==> src/rtl/clock_gate_ctrl_pkg.sv <==
// Shared types and default widths for the run/halt/step clock-enable sequencer.
package clock_gate_ctrl_pkg;

  typedef enum logic [1:0] {
    HALTED = 2'd0,
    RUN    = 2'd1,
    STEP   = 2'd2,
    BURST  = 2'd3
  } cg_state_t;

  localparam int CNT_W_DEF = 16;
  localparam int CYC_W_DEF = 32;

endpackage

==> src/rtl/clock_gate_ctrl_burst_counter.sv <==
// Loadable down-counter that tracks the remaining enabled cycles of a burst.
module burst_counter
  import clock_gate_ctrl_pkg::*;
#(
  parameter int CNT_W = CNT_W_DEF
) (
  input  logic             clk,
  input  logic             reset,
  input  logic             load,
  input  logic [CNT_W-1:0] load_val,
  input  logic             dec,
  output logic             is_one
);

  logic [CNT_W-1:0] cnt_r;

  // Load has priority over decrement; the counter never wraps below zero.
  always_ff @(posedge clk) begin
    if (reset) begin
      cnt_r <= {CNT_W{1'b0}};
    end else if (load) begin
      cnt_r <= load_val;
    end else if (dec && (cnt_r != {CNT_W{1'b0}})) begin
      cnt_r <= cnt_r - {{(CNT_W-1){1'b0}}, 1'b1};
    end else begin
      cnt_r <= cnt_r;
    end
  end

  assign is_one = (cnt_r == {{(CNT_W-1){1'b0}}, 1'b1});

endmodule

==> src/rtl/clock_gate_ctrl.sv <==
// Run/halt/step/burst sequencer producing a registered core clock enable.
// Optional breakpoint input is enabled with CLOCK_GATE_CTRL_BRK_EN.
module clock_gate_ctrl
  import clock_gate_ctrl_pkg::*;
#(
  parameter int CNT_W = CNT_W_DEF,
  parameter int CYC_W = CYC_W_DEF
) (
  input  logic             clk,
  input  logic             reset,
  input  logic             run_req,
  input  logic             halt_req,
  input  logic             step_req,
  input  logic             burst_req,
  input  logic [CNT_W-1:0] burst_len,
`ifdef CLOCK_GATE_CTRL_BRK_EN
  input  logic             brk,
`endif
  output logic             cpu_en,
  output logic             busy,
  output logic             done,
  output logic [CYC_W-1:0] cyc_count
);

  cg_state_t        st_r, nxt_st_s;
  logic             nxt_en_s, nxt_done_s;
  logic             load_s, dec_s, is_one_s, brk_s;
  logic             cpu_en_r, busy_r, done_r;
  logic [CYC_W-1:0] cyc_count_r;

`ifdef CLOCK_GATE_CTRL_BRK_EN
  assign brk_s = brk;
`else
  assign brk_s = 1'b0;
`endif

  burst_counter #(.CNT_W(CNT_W)) u_burst_counter (
    .clk      (clk),
    .reset    (reset),
    .load     (load_s),
    .load_val (burst_len),
    .dec      (dec_s),
    .is_one   (is_one_s)
  );

  // Next-state and next-output decode; the enable is computed one cycle ahead.
  always_comb begin
    nxt_st_s   = st_r;
    nxt_en_s   = 1'b0;
    nxt_done_s = 1'b0;
    load_s     = 1'b0;
    dec_s      = 1'b0;
    case (st_r)
      HALTED: begin
        if (halt_req) begin
          nxt_st_s = HALTED;
        end else if (step_req) begin
          nxt_st_s = STEP;
          nxt_en_s = 1'b1;
        end else if (burst_req) begin
          if (burst_len != {CNT_W{1'b0}}) begin
            nxt_st_s = BURST;
            nxt_en_s = 1'b1;
            load_s   = 1'b1;
          end else begin
            nxt_done_s = 1'b1;
          end
        end else if (run_req) begin
          nxt_st_s = RUN;
          nxt_en_s = 1'b1;
        end else begin
          nxt_st_s = HALTED;
        end
      end
      RUN: begin
        if (halt_req || brk_s) begin
          nxt_st_s   = HALTED;
          nxt_done_s = brk_s;
        end else begin
          nxt_en_s = 1'b1;
        end
      end
      // A step always completes its single enabled cycle, even under halt.
      STEP: begin
        nxt_st_s   = HALTED;
        nxt_done_s = 1'b1;
      end
      BURST: begin
        dec_s = 1'b1;
        if (halt_req || brk_s) begin
          nxt_st_s   = HALTED;
          nxt_done_s = brk_s;
        end else if (is_one_s) begin
          nxt_st_s   = HALTED;
          nxt_done_s = 1'b1;
        end else begin
          nxt_en_s = 1'b1;
        end
      end
      default: begin
        nxt_st_s = HALTED;
      end
    endcase
  end

  // State and registered outputs.
  always_ff @(posedge clk) begin
    if (reset) begin
      st_r        <= HALTED;
      cpu_en_r    <= 1'b0;
      busy_r      <= 1'b0;
      done_r      <= 1'b0;
      cyc_count_r <= {CYC_W{1'b0}};
    end else begin
      st_r        <= nxt_st_s;
      cpu_en_r    <= nxt_en_s;
      busy_r      <= (nxt_st_s != HALTED);
      done_r      <= nxt_done_s;
      cyc_count_r <= cyc_count_r + {{(CYC_W-1){1'b0}}, cpu_en_r};
    end
  end

  assign cpu_en    = cpu_en_r;
  assign busy      = busy_r;
  assign done      = done_r;
  assign cyc_count = cyc_count_r;

endmodule

==> config.mk <==
export PLATFORM = sky130hd
export DESIGN_NAME = clock_gate_ctrl
export DESIGN_NICKNAME = d
export VERILOG_FILES = /design/src/rtl/clock_gate_ctrl_pkg.sv /design/src/rtl/clock_gate_ctrl_burst_counter.sv /design/src/rtl/clock_gate_ctrl.sv
export SDC_FILE = /design/constraint.sdc
export NUM_CORES = 1
export LEC_CHECK = 0
export BUFFER_PORTS_ARGS = -buffer_cell sky130_fd_sc_hd__buf_4
export CAP_MARGIN = 20
export CORE_AREA = 10 10 110 112
export DETAILED_ROUTE_END_ITERATION = 10
export DIE_AREA = 0 0 120 122
export GPL_TIMING_DRIVEN = 0
export PLACE_DENSITY = 0.51
export SLEW_MARGIN = 20
export SYNTH_ARGS = -nofsm -noshare
export SYNTH_HDL_FRONTEND = slang
export SYNTH_SLANG_ARGS = --single-unit
export TNS_END_PERCENT = 10
==> constraint.sdc <==
create_clock -name clk -period 2 [get_ports clk]
set_input_delay 0.3 -clock clk [delete_from_list [all_inputs] [get_ports clk]]
set_output_delay 0.3 -clock clk [all_outputs]
set_load 0.005 [all_outputs]
==> impl_summary.md, run 1 <==
Outcome
The flow ran to the end, but the final reports show violations. The checks that failed: setup timing.

Logic synthesis
The post-synthesis sequential area ratio is 39.35%. Counting every net in the synthesized netlist gives 349. The synthesized design contains 53 register bits. Sorting the synthesized cells by area gives the leading types as sky130_fd_sc_hd__dfxtp_1 (39%), sky130_fd_sc_hd__nor2_1 (6.8%), sky130_fd_sc_hd__xor2_1 (4.5%), sky130_fd_sc_hd__nand3_1 (4.3%), sky130_fd_sc_hd__xnor2_1 (4.2%). The cell count after synthesis is 322. The mean area per synthesized cell is 8.374 sq um. After synthesis, the share of flip-flops with an asynchronous set or reset is 0%.

The fraction of synthesized cell area taken by the top area cell type is 39.35%. Ranked by instance count, the synthesized netlist is headed by sky130_fd_sc_hd__dfxtp_1 (53), sky130_fd_sc_hd__nor2_1 (49), sky130_fd_sc_hd__nand3_1 (23). Synthesis instantiated 46 different standard cells from the library.

For this run, the leading register cell type out of synthesis is sky130_fd_sc_hd__dfxtp_1. By instance count, the leading cell after synthesis is sky130_fd_sc_hd__dfxtp_1. The number of enable-type register cells in the synthesized netlist is 0.

The post-synthesis instance area is 2696 sq um. Of all cell types, the one taking the most synthesized area is sky130_fd_sc_hd__dfxtp_1. Yosys printed 0 warnings.

Pwr
Net switching is 28.37% of the power. In this run the power spent charging and discharging nets is 0.0005875 W. In this run, the clock network consumes 31.2% of the power.

Per report_power, the sequential group accounts for 53.6% of the total. The combinational cell fraction of total power is 15.2%. The design internal power is 0.001483 W. Across the VDD grid, the largest voltage drop is 0.2769 mV. The power density of the placed cells is 578.3 nW/um^2. The static leakage power is 1.333 nW.

Final layout
Counting the fill cells in the layout gives 1077. Cells fill 35.65% of the core in the end. The area growth from synthesis to layout is 32.81%. The finished cells cover 3581 sq um. The total inserted antenna cells is 0. The post-route netlist has 29.19% of its cells at a drive strength greater than 1. Summing all multi-input logic gate instances after layout gives 1678 sq um. The final cell count without fillers is 530. In the final layout, flip-flops and latches occupy 1077 sq um. The layout net count is 420.

Critical path
The number of cells on the worst reg-to-reg path is 5. The startpoint of the lowest-slack register-to-register path is u_burst_counter.cnt_r[9]. The critical path is of the register to register type. At the worst endpoint, the arrival time is 2260 ps. The setup slack of the worst register-to-register path is -90 ps.

The capturing element type of the critical path is a register. The data required time at the worst endpoint is 2170 ps. The category of the worst setup path launch point is a register. In this run the critical register-to-register path is captured at st_r[0]. The top fanout value on the critical path is 6.

Detailed routing
The wire length reported by the detailed router is 7684 um. The final route contains 2586 vias. For this run, the detailed router's first-pass iteration total came to 4. The total DRC errors in the routed layout is 0. The DRC violation total after the first TritonRoute iteration is 84. The number of routed nets with antenna violations is 0.

In the routed layout, each cell is associated on average with a via count of 4.879. Dividing the detail-routed wire length by the instance count gives 14.50 um.

STA
The worst-case headroom to the max-slew limit is 62.35%. In the final timing run, aggregate negative setup slack is -331.6 ps. The number of slew-limit violations in the final report was 0. For the pin with the worst max-slew slack, the measured transition is 564.8 ps. The number of hold violations in the final report is 0. The setup clock skew after layout is 18.14 ps. Setup repair after global routing could not meet its margin everywhere.

The final count of negative-setup-slack endpoints is 5. Derived from the worst setup path, the maximum achievable clock frequency is 478.3 MHz. The worst setup slack after layout is -90.54 ps. The clock period minus final worst setup slack is 2091 ps. The worst path uses 104.5% of the clock period.

Floorplan
Measured along the y axis, the die boundary spans 122 um. The site row count is 37. The full die area is 14640 sq um. For this configuration, the core starts out at a cell density of 26.84%. From left edge to right edge, the die measures 120 um.

The placeable core area is 10050 sq um. The I/O pin total is 57.

Hold path
For hold timing, the worst endpoint is st_r[1]. Along the worst hold path, the cell count comes to 2. In this run the most critical hold path is launched from halt_req. The class of the worst hold path is primary input to register.

Global routing
The via count of the first global-routing pass is 2490. The total congestion overflow is 0. Entering global routing, the biggest net connects 19 pins. Global routing used 10.18% of the available tracks across all layers. The first global-routing pass estimated 12350 um of wire.

The number of antenna violations at the first check in global routing is 0.

Placed design
The pre-CTS worst setup slack is -405.6 ps. The cell total after placement is 513. The placer congestion estimate is 0.8272. The wire-length estimate of the detail-placed layout is 5791 um.

In this run the cell area measured after placement is 3279 sq um. During placement, the flow inserted port buffers numbering 55.

Clocking
Counting every sink on the clock net gives 53. The buffer levels on the longest clock path is 2. The CTS buffer count is 5. The CTS tree is built. Clock-pin slew was measured on the worst setup and hold paths at 100 ps.

The root buffer cell is sky130_fd_sc_hd__clkbuf_8. Clock latency on the worst-skew pair, taken at its later pin, is 310 ps. The count of hold buffers inserted by post-cts repair is 0.

CTS built an H-tree with a depth of 2.

Flow run
The max-capacitance violation count is 0.
==> final cells by class <==
cell class                      count  share of cell area, %
Inverter                            6                 0.6289
Buffer                             13                  1.642
Multi-Input combinational cell    250                  46.86
Clock buffer                        5                  1.922
Tap cell                          136                  4.752
Sequential cell                    53                  30.08
Clock inverter                      3                 0.6988
Timing Repair Buffer               64                  13.42
==> logic make-up (layout without fill, tap and decap cells) <==
kind of cell             count (synthesis)  after routing  synth area share (%)
adder cells (fa/ha/maj)                  5              5                 2.320
multiplexers                             2              2                0.8352
AO/OA/AOI/OAI                           47             47                 11.51
buffers and inverters                   19             91                 2.970
XOR/XNOR                                27             27                 8.770
AND/OR/NAND/NOR                        169            169                 34.25
flip-flops                              53             53                 39.35
==> worst max path at each step <==
stage	cells past startpoint	startpoint	endpoint
floorplan	5	u_burst_counter.cnt_r[8]	u_burst_counter.cnt_r[15]
global placement	6	cpu_en	cyc_count[30]
detailed placement	6	cpu_en	cyc_count[30]
CTS	5	u_burst_counter.cnt_r[8]	st_r[0]
global route	5	u_burst_counter.cnt_r[9]	u_burst_counter.cnt_r[15]
finish	5	u_burst_counter.cnt_r[9]	st_r[0]
==> stage by stage <==
stage	power, W	hold slack [ps]
floorplan	0.001291	378.5
global placement	0.001391	478.8
detailed placement	0.001392	486.5
CTS	0.002085	200.0
global route	0.002183	211.6
finish	0.002071	220.3
==> per-layer routing <==
metal / global-route usage (%) / share of wire [%] / wire, um
met1: 12.86 / 48 / 3682
met2: 16.95 / 47 / 3615
met4: 2.489 / 0.48 / 37
met5: 0 / 0 / 0
met3: 2.683 / 4.5 / 348
==> state kept, by name (all words and copies together), names as in the netlist <==
name	cells
cyc_count	32
st_r	2
cpu_en	1
u_burst_counter.cnt_r	16
busy	1
done	1
==> placed cells by master, fill, tap and decap left out, drive strengths merged, types with 2 or more instances in the layout <==
cell type,n
o41ai,2
a21oi,13
xor2,14
o22ai,2
nand2,22
o21ai,7
xnor2,13
clkbuf,13
nand4,12
mux2,2
nor4,14
buf,69
or3,10
and4,9
a211oi,4
inv,7
ha,5
a2111oi,5
nor3,5
nor2,49
and2,3
nor3b,4
a31oi,4
or4,4
or2,3
a311oi,3
and3,5
o211ai,2
nand3,23
dfxtp,53
o311ai,2
nor2b,4
==> power groups by stage <==
stage | Sequential (W) | Clock, W | Combinational, W
floorplan | 0.00112 | 0 | 0.000167
CTS | 0.00111 | 0.000686 | 0.000290
global placement | 0.00113 | 0 | 0.000262
finish | 0.00111 | 0.000647 | 0.000315
global route | 0.00111 | 0.000720 | 0.000349
detailed placement | 0.00113 | 0 | 0.000263
==> worst max-delay path, stage by stage (launching register included) <==
cell                      delay (ps)
sky130_fd_sc_hd__dfxtp_4         370
sky130_fd_sc_hd__or4_4           510
sky130_fd_sc_hd__or3_4           410
sky130_fd_sc_hd__or3_2           450
sky130_fd_sc_hd__o21ai_1         130
sky130_fd_sc_hd__a21oi_1          70
==> repair_timing <==
item                       CTS  global route
setup endpoints to repair   17            20
buffers inserted             5             4
gates resized for setup     17            20
pin swaps                    3            11
Note: power is estimated with default switching activity, not from simulation.
==> run 2: changes to the inputs <==
--- a/config.mk
+++ b/config.mk
@@ -5,11 +5,12 @@
 export SDC_FILE = /design/constraint.sdc
 export NUM_CORES = 1
 export LEC_CHECK = 0
+export ABC_AREA = 1
 export BUFFER_PORTS_ARGS = -buffer_cell sky130_fd_sc_hd__buf_4
 export CAP_MARGIN = 20
-export CORE_AREA = 10 10 110 112
+export CORE_AREA = 10 10 118 120
 export DETAILED_ROUTE_END_ITERATION = 10
-export DIE_AREA = 0 0 120 122
+export DIE_AREA = 0 0 128 130
 export GPL_TIMING_DRIVEN = 0
 export PLACE_DENSITY = 0.51
 export SLEW_MARGIN = 20
==> run 2 against run 1 <==
- the run now ends clean
- wire length grew 29%
- area after synthesis rose by 17%
- clock-buffer cell count is the same
- first-iteration DRC count rose to 2.6 times the previous value
- maximum frequency grew 17%
- utilization fell by 2.3 points
- worst setup slack improved by 300 ps
- hold slack gained 100 ps
- power rose by 14%
- cell count grew 36%
- sequential power about the same
- die area up 14%
==> impl_summary.md, run 2 <==
Pwr
For this design the total switching power over the nets is 0.0006763 W. The combinational cell fraction of total power is 16.1%. Internal power comes to 0.001689 W. Of the total power, the share spent switching nets is 28.60%. For this design the ratio of total power to cell area is 605.8 nW/um^2.

The analysis attributes to cell leakage a power of 1.704 nW. Sequential cells account for 47.0% of the total power. The worst-case IR drop observed on VDD is 0.3116 mV.

The total power is 0.002365 W. The clock network fraction of design power is 37.0%.

Final layout
The register with the most flip-flops in the layout has 32 of them. Compared with the post-synthesis result, the final layout area differs by 23.66%. The number of antenna diodes in the final layout is 0.

In the layout the commonest cells are sky130_fd_sc_hd__nand2_1 (127), sky130_fd_sc_hd__nor2_1 (93), sky130_fd_sc_hd__inv_1 (62), sky130_fd_sc_hd__buf_4 (58), sky130_fd_sc_hd__dfxtp_1 (53). After routing the design area is 3904 sq um. In the final design database the tool counted 600 nets. The library cell used most frequently in the layout, excluding fill and tap cells, is sky130_fd_sc_hd__nand2_1.

In the final layout, the share of cells above drive strength 1 is 14.29%.

STA
The setup clock skew after layout is 6.870 ps. The number of slew-limit violations in the final report was 0. Setup repair after global routing left no endpoint under its margin. The number of hold violations in the final report came to 0.

The final count of negative-setup-slack endpoints is 0. At the pin with the least slew margin, the transition time is 642.5 ps. Based on the critical path, the design can be clocked at up to 558.1 MHz. The clock period minus final worst setup slack is 1792 ps. The worst-case headroom to the max-slew limit is 57.16%.

The share of the clock period used by the worst path after layout is 89.60%. The setup total negative slack is 0 ps.

Detailed routing
After detailed routing, the total wire length is 9897 um. The pre-antenna-repair detailed-routing pass consisted of 6 iterations. For this run, design rule violations remaining after detail routing come to 0. The detailed router finished its first iteration with 219 violations.

The number of routed nets with antenna violations is 0. The detailed-route vias per instance is 4.655. The number of vias in the routed layout is 3356.

In the final routed layout, each cell accounts on average for 13.73 um.

Critical path
The highest cell delay on the worst timing path is 350 ps. The capturing element type of the critical path is a register. The cell family contributing the most delay on the critical path is simple AND/OR/NAND/NOR gates. Along the worst path, the maximum fanout reaches 6. The number of buffer and inverter instances along the worst setup path is 2.

The number of cells on the worst reg-to-reg path is 11. The slowest stage of the critical path belongs to the cell sky130_fd_sc_hd__dfxtp_1. The capturing element of the worst setup path is cyc_count[20]. Data arrives at the worst endpoint at 1990 ps.

Data on the critical path is required at its endpoint by 2190 ps. The launching instance or port of the critical path is cyc_count[0]. The setup slack of the worst register-to-register path is 210 ps. The worst register-to-register path begins at cyc_count[0]. In this run the critical register-to-register path is captured at cyc_count[20].

The total stage count of the critical path is 11. The worst setup path is launched from a register. The signal on the critical path passes through ha_1 -> ha_1 -> nand2_1 -> inv_1 -> nand3_1 -> inv_1 -> nand2_2 -> nor2_4 -> nand4_1 -> nand2_1 -> nor2_1.

The path type of the worst setup path is register to register.

Logic synthesis
The number of distinct standard cells referenced by the synthesized netlist is 30. Summing the areas of all and, or, nand and nor instances in the mapped netlist gives 43.68% of the synthesized area. For this run, the leading register cell type out of synthesis is sky130_fd_sc_hd__dfxtp_1. After synthesis, the most frequently instantiated cells are sky130_fd_sc_hd__nand2_1 (127), sky130_fd_sc_hd__nor2_1 (93), sky130_fd_sc_hd__inv_1 (62). The area share of fa/ha/maj cells after synthesis is 1.982%. In the synthesized netlist the async set-or-reset flop fraction comes to 0%. The number of synthesized register bits is 53. Summing the areas of all compound-gate instances in the mapped netlist gives 10.27% of the synthesized area. The Yosys step of the flow raised 0 warnings. The proportion of synthesized area in mux cells is 0%. sky130_fd_sc_hd__dfxtp_1 takes more of the synthesized area than any other cell.

After synthesis, flip-flops and latches occupy 33.61% of the total area. The post-synth net total is 537. The fraction of synthesized cell area taken by the top area cell type is 33.61%. The dominant combinational cell family by area after synthesis is simple AND/OR/NAND/NOR gates. The average instance in the mapped netlist occupies 6.190 sq um. The most common cell in the synthesized netlist is sky130_fd_sc_hd__nand2_1. The cell count after synthesis is 510. The synthesized design contains 0 enable-type register cells. By area the synthesized netlist is led by sky130_fd_sc_hd__dfxtp_1 (34%), sky130_fd_sc_hd__nand2_1 (15%), sky130_fd_sc_hd__nor2_1 (11%), sky130_fd_sc_hd__inv_1 (7.4%), sky130_fd_sc_hd__nand3_1 (6.8%). The post-synthesis instance area is 3157 sq um. After Yosys synthesis, XOR and XNOR cells account for 1.387% of the synthesized area.

Placed design
Buffers placed on the I/O ports in this run total 56. In this run the cell area measured after placement is 3761 sq um. The half-perimeter wire length after placement is 7805 um. The placer congestion estimate is 0.8894.

Floorplan
The die is 130 um tall. For this design the top-level I/O count stands at 57. The site row count is 40. The placeable core area is 11710 sq um. The floorplan step defined a die boundary enclosing 16640 sq um. The floorplan step set the die width to 128 um. For this configuration, the core starts out at a cell density of 26.96%.

Global routing
The largest net degree at the start of global routing is 17. The global router's overall resource usage is 11.83%. The via count of the first global-routing pass is 3301. The first global-routing pass estimated 16080 um of wire.

Summed over all layers, the global routing overflow is 0. The number of antenna violations at the first check in global routing is 0.

Clocking
The number of buffers added for setup after CTS is 0. TritonCTS built the clock tree. CTS built an H-tree with a depth of 2. The count of hold buffers inserted by post-cts repair is 0. The root buffer cell is sky130_fd_sc_hd__clkbuf_16.

The quantity of gates resized following cts is 0. The clock latency reported for the late side of the worst-skew pair is 300 ps. The number of clock buffers added by TritonCTS is 5. The buffer levels on the longest clock path is 2. Clock-pin slew was measured on the worst setup and hold paths at 70 ps. The total clock sinks is 53.

Flow run
The max-capacitance violation count is 0.

Outcome
The run finished with clean final reports.

Hold path
The worst hold path depth is 3. The class of the worst hold path is primary input to register.
-- run 2: cell count changes in the layout (fill, tap and decap cells not counted), moves of 7 or more --
| cell | delta |
|---|---|
| sky130_fd_sc_hd__nor3_1 | +14 |
| sky130_fd_sc_hd__and4_1 | -9 |
| sky130_fd_sc_hd__a21oi_1 | +18 |
| sky130_fd_sc_hd__inv_1 | +58 |
| sky130_fd_sc_hd__xnor2_1 | -13 |
| sky130_fd_sc_hd__nand3_1 | +21 |
| sky130_fd_sc_hd__nand3b_1 | +8 |
| sky130_fd_sc_hd__nor2_1 | +44 |
| sky130_fd_sc_hd__xor2_1 | -9 |
| sky130_fd_sc_hd__dfxtp_1 | +7 |
| sky130_fd_sc_hd__nand2_1 | +107 |
| sky130_fd_sc_hd__o21ai_0 | +17 |
| sky130_fd_sc_hd__buf_4 | -7 |
-- run 2: stage by stage --
stage	hold slack (ps)	setup slack [ps]	instances	util [%]
final	325.2	208.0	721	33.33
after global routing	349.7	22.30	721	33.33
after CTS	323.1	212.0	721	33.33
after detailed placement	465.5	240.2	713	32.12
after global placement	461.9	227.4	713	32.12
after floorplan	463.3	452.6	510	-
-- run 2: routing by layer --
layer / global-route usage, % / vias up / routed length [um]
li1: - / 1749 / -
met1: 15.54 / 1512 / 4806
met2: 18.79 / 81 / 4366
met3: 2.475 / 14 / 539
met4: 4.106 / 0 / 185
met5: 0 / - / 0
-- run 2: area by class of cell --
type / instances / area, sq um
Timing Repair Buffer: 56 / 420.4
Tap cell: 147 / 183.9
Clock buffer: 5 / 125.1
Clock inverter: 3 / 17.52
Buffer: 9 / 50.05
Multi-Input combinational cell: 385 / 1809
Inverter: 63 / 236.5
Sequential cell: 53 / 1061
Fill cell: 1343 / 7807
-- run 2: cells by family after synthesis --
family | count (synthesis)
flip-flops | 53
buffers and inverters | 72
adder cells (fa/ha/maj) | 5
XOR/XNOR | 5
AND/OR/NAND/NOR | 314
AO/OA/AOI/OAI | 61
-- run 2: worst min path at each step --
stage / from / end / slack, ps
finish: burst_len[7] / u_burst_counter.cnt_r[7] / 330
global route: burst_len[3] / u_burst_counter.cnt_r[3] / 350
CTS: burst_len[7] / u_burst_counter.cnt_r[7] / 320
detailed placement: cyc_count[31] / cyc_count[31] / 470
global placement: cyc_count[31] / cyc_count[31] / 460
floorplan: cyc_count[31] / cyc_count[31] / 460
-- run 2: power by group through the flow --
stage          sequential [W]  clock, W  combinational [W]
3_5_place_dp          0.00113         0           0.000380
6_report              0.00111  0.000874           0.000381
2_1_floorplan         0.00113         0           0.000261
3_3_place_gp          0.00113         0           0.000373
5_1_grt               0.00111  0.000936           0.000442
4_1_cts               0.00111  0.000906           0.000382
-- run 2: tightest hold or removal path: stages --
cell and delay [ps]:
sky130_fd_sc_hd__buf_4 80, sky130_fd_sc_hd__o21ai_0 70, sky130_fd_sc_hd__nor3_1 110
==> run 3: changes to the inputs <==
--- a/config.mk
+++ b/config.mk
@@ -11,7 +11,6 @@
 export CORE_AREA = 10 10 118 120
 export DETAILED_ROUTE_END_ITERATION = 10
 export DIE_AREA = 0 0 128 130
-export GPL_TIMING_DRIVEN = 0
 export PLACE_DENSITY = 0.51
 export SLEW_MARGIN = 20
 export SYNTH_ARGS = -nofsm -noshare
==> run 3 against run 2 <==
- design area is 1.1% higher
- highest routed layer unchanged
- non-clock buffer count stayed put
- sequential share of layout area is 0.29 points lower
- first-iteration DRC count is 11% lower
- power is 6.2% higher
- global-route usage stayed put
- utilization is 0.36 points higher
- cell count stayed put
- maximum frequency is 1.7% higher
- hold slack worse by 3.7 ps
- flip-flop and latch count stayed put
- clock skew is 1.4 ps higher
==> impl_summary.md, run 3 (same netlist as run 2, synthesis figures left out) <==
Outcome
The flow ran to the end, and the final reports show no timing, DRC or antenna violations.

STA
On the final layout, the worst clock skew is 8.270 ps. The slew of the pin with the lowest slew margin is 568.4 ps. The share of the clock period used by the worst path after layout is 88.08%. The number of hold violations in the final report is 0. The number of slew-limit violations in the final report is 0. The clock period minus final worst setup slack is 1762 ps. The maximum achievable frequency is 567.7 MHz. Setup repair after global routing left no endpoint under its margin. The worst-case headroom to the max-slew limit is 62.06%. Adding up every negative setup slack in the final design gives 0 ps. The final count of negative-setup-slack endpoints is 0.

Pwr
The total power is 0.002512 W. Across the VDD grid, the largest voltage drop is 0.3013 mV. The power density of the placed cells is 636.5 nW/um^2. The static leakage power is 1.737 nW.

Final layout
The area added between synthesis and finish is 25.01%. The final cell count without fillers is 721. Leaving out fill and tap cells, the most frequent cells in the layout are sky130_fd_sc_hd__nand2_1 (127), sky130_fd_sc_hd__nor2_1 (93), sky130_fd_sc_hd__buf_4 (65), sky130_fd_sc_hd__inv_1 (62), sky130_fd_sc_hd__dfxtp_1 (53). The most common cell after layout, fill and taps aside is sky130_fd_sc_hd__nand2_1.

The register with the most flip-flops in the layout has 32 of them. The proportion of layout cells with a drive suffix above 1 is 14.98%. The filler cell count in the final layout is 1309. The core utilization of the finished layout is 33.70%. The layout net count is 600. The total inserted antenna cells is 0.

Critical path
Along the worst path, the maximum fanout reaches 6. The capturing element type of the critical path is a register. Measured in cells, the most critical reg-to-reg path has a length of 11. The worst setup path is launched from a register.

The endpoint of the lowest-slack register-to-register path is cyc_count[20]. The data required time at the worst endpoint is 2200 ps. The setup slack of the worst register-to-register path is 240 ps.

In this run the critical register-to-register path is launched from cpu_en. By startpoint and endpoint, the worst setup path is classified as register to register. At the worst endpoint, the arrival time is 1970 ps.

Detailed routing
The number of iterations in the first detailed-routing pass is 4. The number of routed nets with antenna violations is 0. The number of vias in the routed layout is 3378.

The total DRC errors in the routed layout is 0. In the routed layout, each cell is associated on average with a via count of 4.685. The DRC violation total after the first TritonRoute iteration is 194. The wire length reported by the detailed router is 9795 um. In the final routed layout, each cell accounts on average for 13.59 um.

Hold path
The worst hold path was traced through 3 stages. The class of the worst hold path is primary input to register. The capture endpoint of the worst hold path is u_burst_counter.cnt_r[4].

The startpoint of the tightest hold check path is burst_len[4].

Clocking
TritonCTS built the clock tree. The clock reaches the later pin of the worst-skew pair after 300 ps. The root buffer cell is sky130_fd_sc_hd__clkbuf_16. For this design, the sink count on the clock tree is 53. The CTS buffer count is 5. For this design, the CTS-stage hold fixing added 0 buffers. The number of buffers added for setup after CTS is 0.

Clock-pin slew was measured on the worst setup and hold paths at 80 ps. In this run the number of H-tree levels came out at 2. Post-CTS repair changed the size of 0 cells. The clock passes through at most 2 buffers.

Global routing
Summed over all layers, the global routing overflow is 0. The number of antenna violations at the first check in global routing is 0. The global router's overall resource usage is 11.83%. The largest net degree at the start of global routing is 31. The first-pass GRT wire length is 16190 um.

The via count of the first global-routing pass came to 3275.

Floorplan
In this run the vertical extent of the chip is 130 um. The full die area is 16640 sq um. 57 I/O pins were placed. For this configuration, the core starts out at a cell density of 26.96%. The width of the die is 128 um. The region available for standard cell placement spans 11710 sq um. The site row count is 40.

Placed design
The half-perimeter wire length after placement is 7738 um. Routability-driven placement finished with a final weighted congestion of 0.8640. The cell total after placement is 713. The number of port buffers is 56.

Flow run
Max-cap violations in this run came to 0.
run 3: cell count changes in the layout (fill, tap and decap cells not counted):
cell and delta:
sky130_fd_sc_hd__buf_4 +7, sky130_fd_sc_hd__clkbuf_1 -3, sky130_fd_sc_hd__clkinv_2 -2, sky130_fd_sc_hd__buf_1 -1
sky130_fd_sc_hd__buf_2 -1, sky130_fd_sc_hd__buf_6 -1, sky130_fd_sc_hd__bufinv_16 +1, sky130_fd_sc_hd__clkinv_4 +1
sky130_fd_sc_hd__clkinvlp_4 -1
run 3: where the power goes:
| part | switching [W] | internal [W] | leakage [nW] |
|---|---|---|---|
| registers | 0.0000283 | 0.00108 | 0.429 |
| logic | 0.000229 | 0.000145 | 1.23 |
| clock network | 0.000431 | 0.000595 | 0.0810 |
| total | 0.000689 | 0.00182 | 1.74 |
run 3: metrics by stage:
stage	setup slack (ps)	area [sq um]	hold slack, ps
final	238.4	3946	321.5
after global routing	40.61	3946	349.5
after CTS	235.2	3946	315.5
after detailed placement	251.9	3779	471.1
after global placement	327.4	3779	464.3
after floorplan	452.6	3157	463.3
run 3: worst max-delay path, stage by stage, from the launching register on:
cell and delay [ps]:
sky130_fd_sc_hd__dfxtp_1 340, sky130_fd_sc_hd__ha_1 180, sky130_fd_sc_hd__ha_1 170, sky130_fd_sc_hd__nand2_1 90, sky130_fd_sc_hd__inv_1 100, sky130_fd_sc_hd__nand3_1 150, sky130_fd_sc_hd__inv_1 160, sky130_fd_sc_hd__nand2_2 110
sky130_fd_sc_hd__nor2_4 150, sky130_fd_sc_hd__nand4_1 100, sky130_fd_sc_hd__nand2_1 80, sky130_fd_sc_hd__nor2_1 40
run 3: how the worst max path moves through the flow:
stage                 startpoint             to  slack, ps  depth (start not counted)
floorplan                 cpu_en  cyc_count[20]        450                         11
global placement          cpu_en  cyc_count[20]        330                         11
detailed placement        cpu_en  cyc_count[20]        250                         11
CTS                       cpu_en  cyc_count[20]        240                         11
global route        cyc_count[0]  cyc_count[20]         40                         11
finish                    cpu_en  cyc_count[20]        240                         11
run 3: final cells by class:
type	instances	area, sq um	area share [%]
multi-input cells	385	1809	45.85
flip-flops and latches	53	1061	26.89
repair buffers	65	488.0	12.37
inverters	63	236.5	5.992
well taps	147	183.9	4.661
clock buffers	6	128.9	3.266
clock inverters	2	38.79	0.9829
run 3: routing by layer:
metal  vias to the layer above  part of all wire, %  track usage, %
li1                       1758                    -               -
met1                      1528                   48           15.35
met2                        77                   45           18.97
met3                        15                  5.1           2.312
met4                         0                  1.9           4.503
met5                         -                    0               0
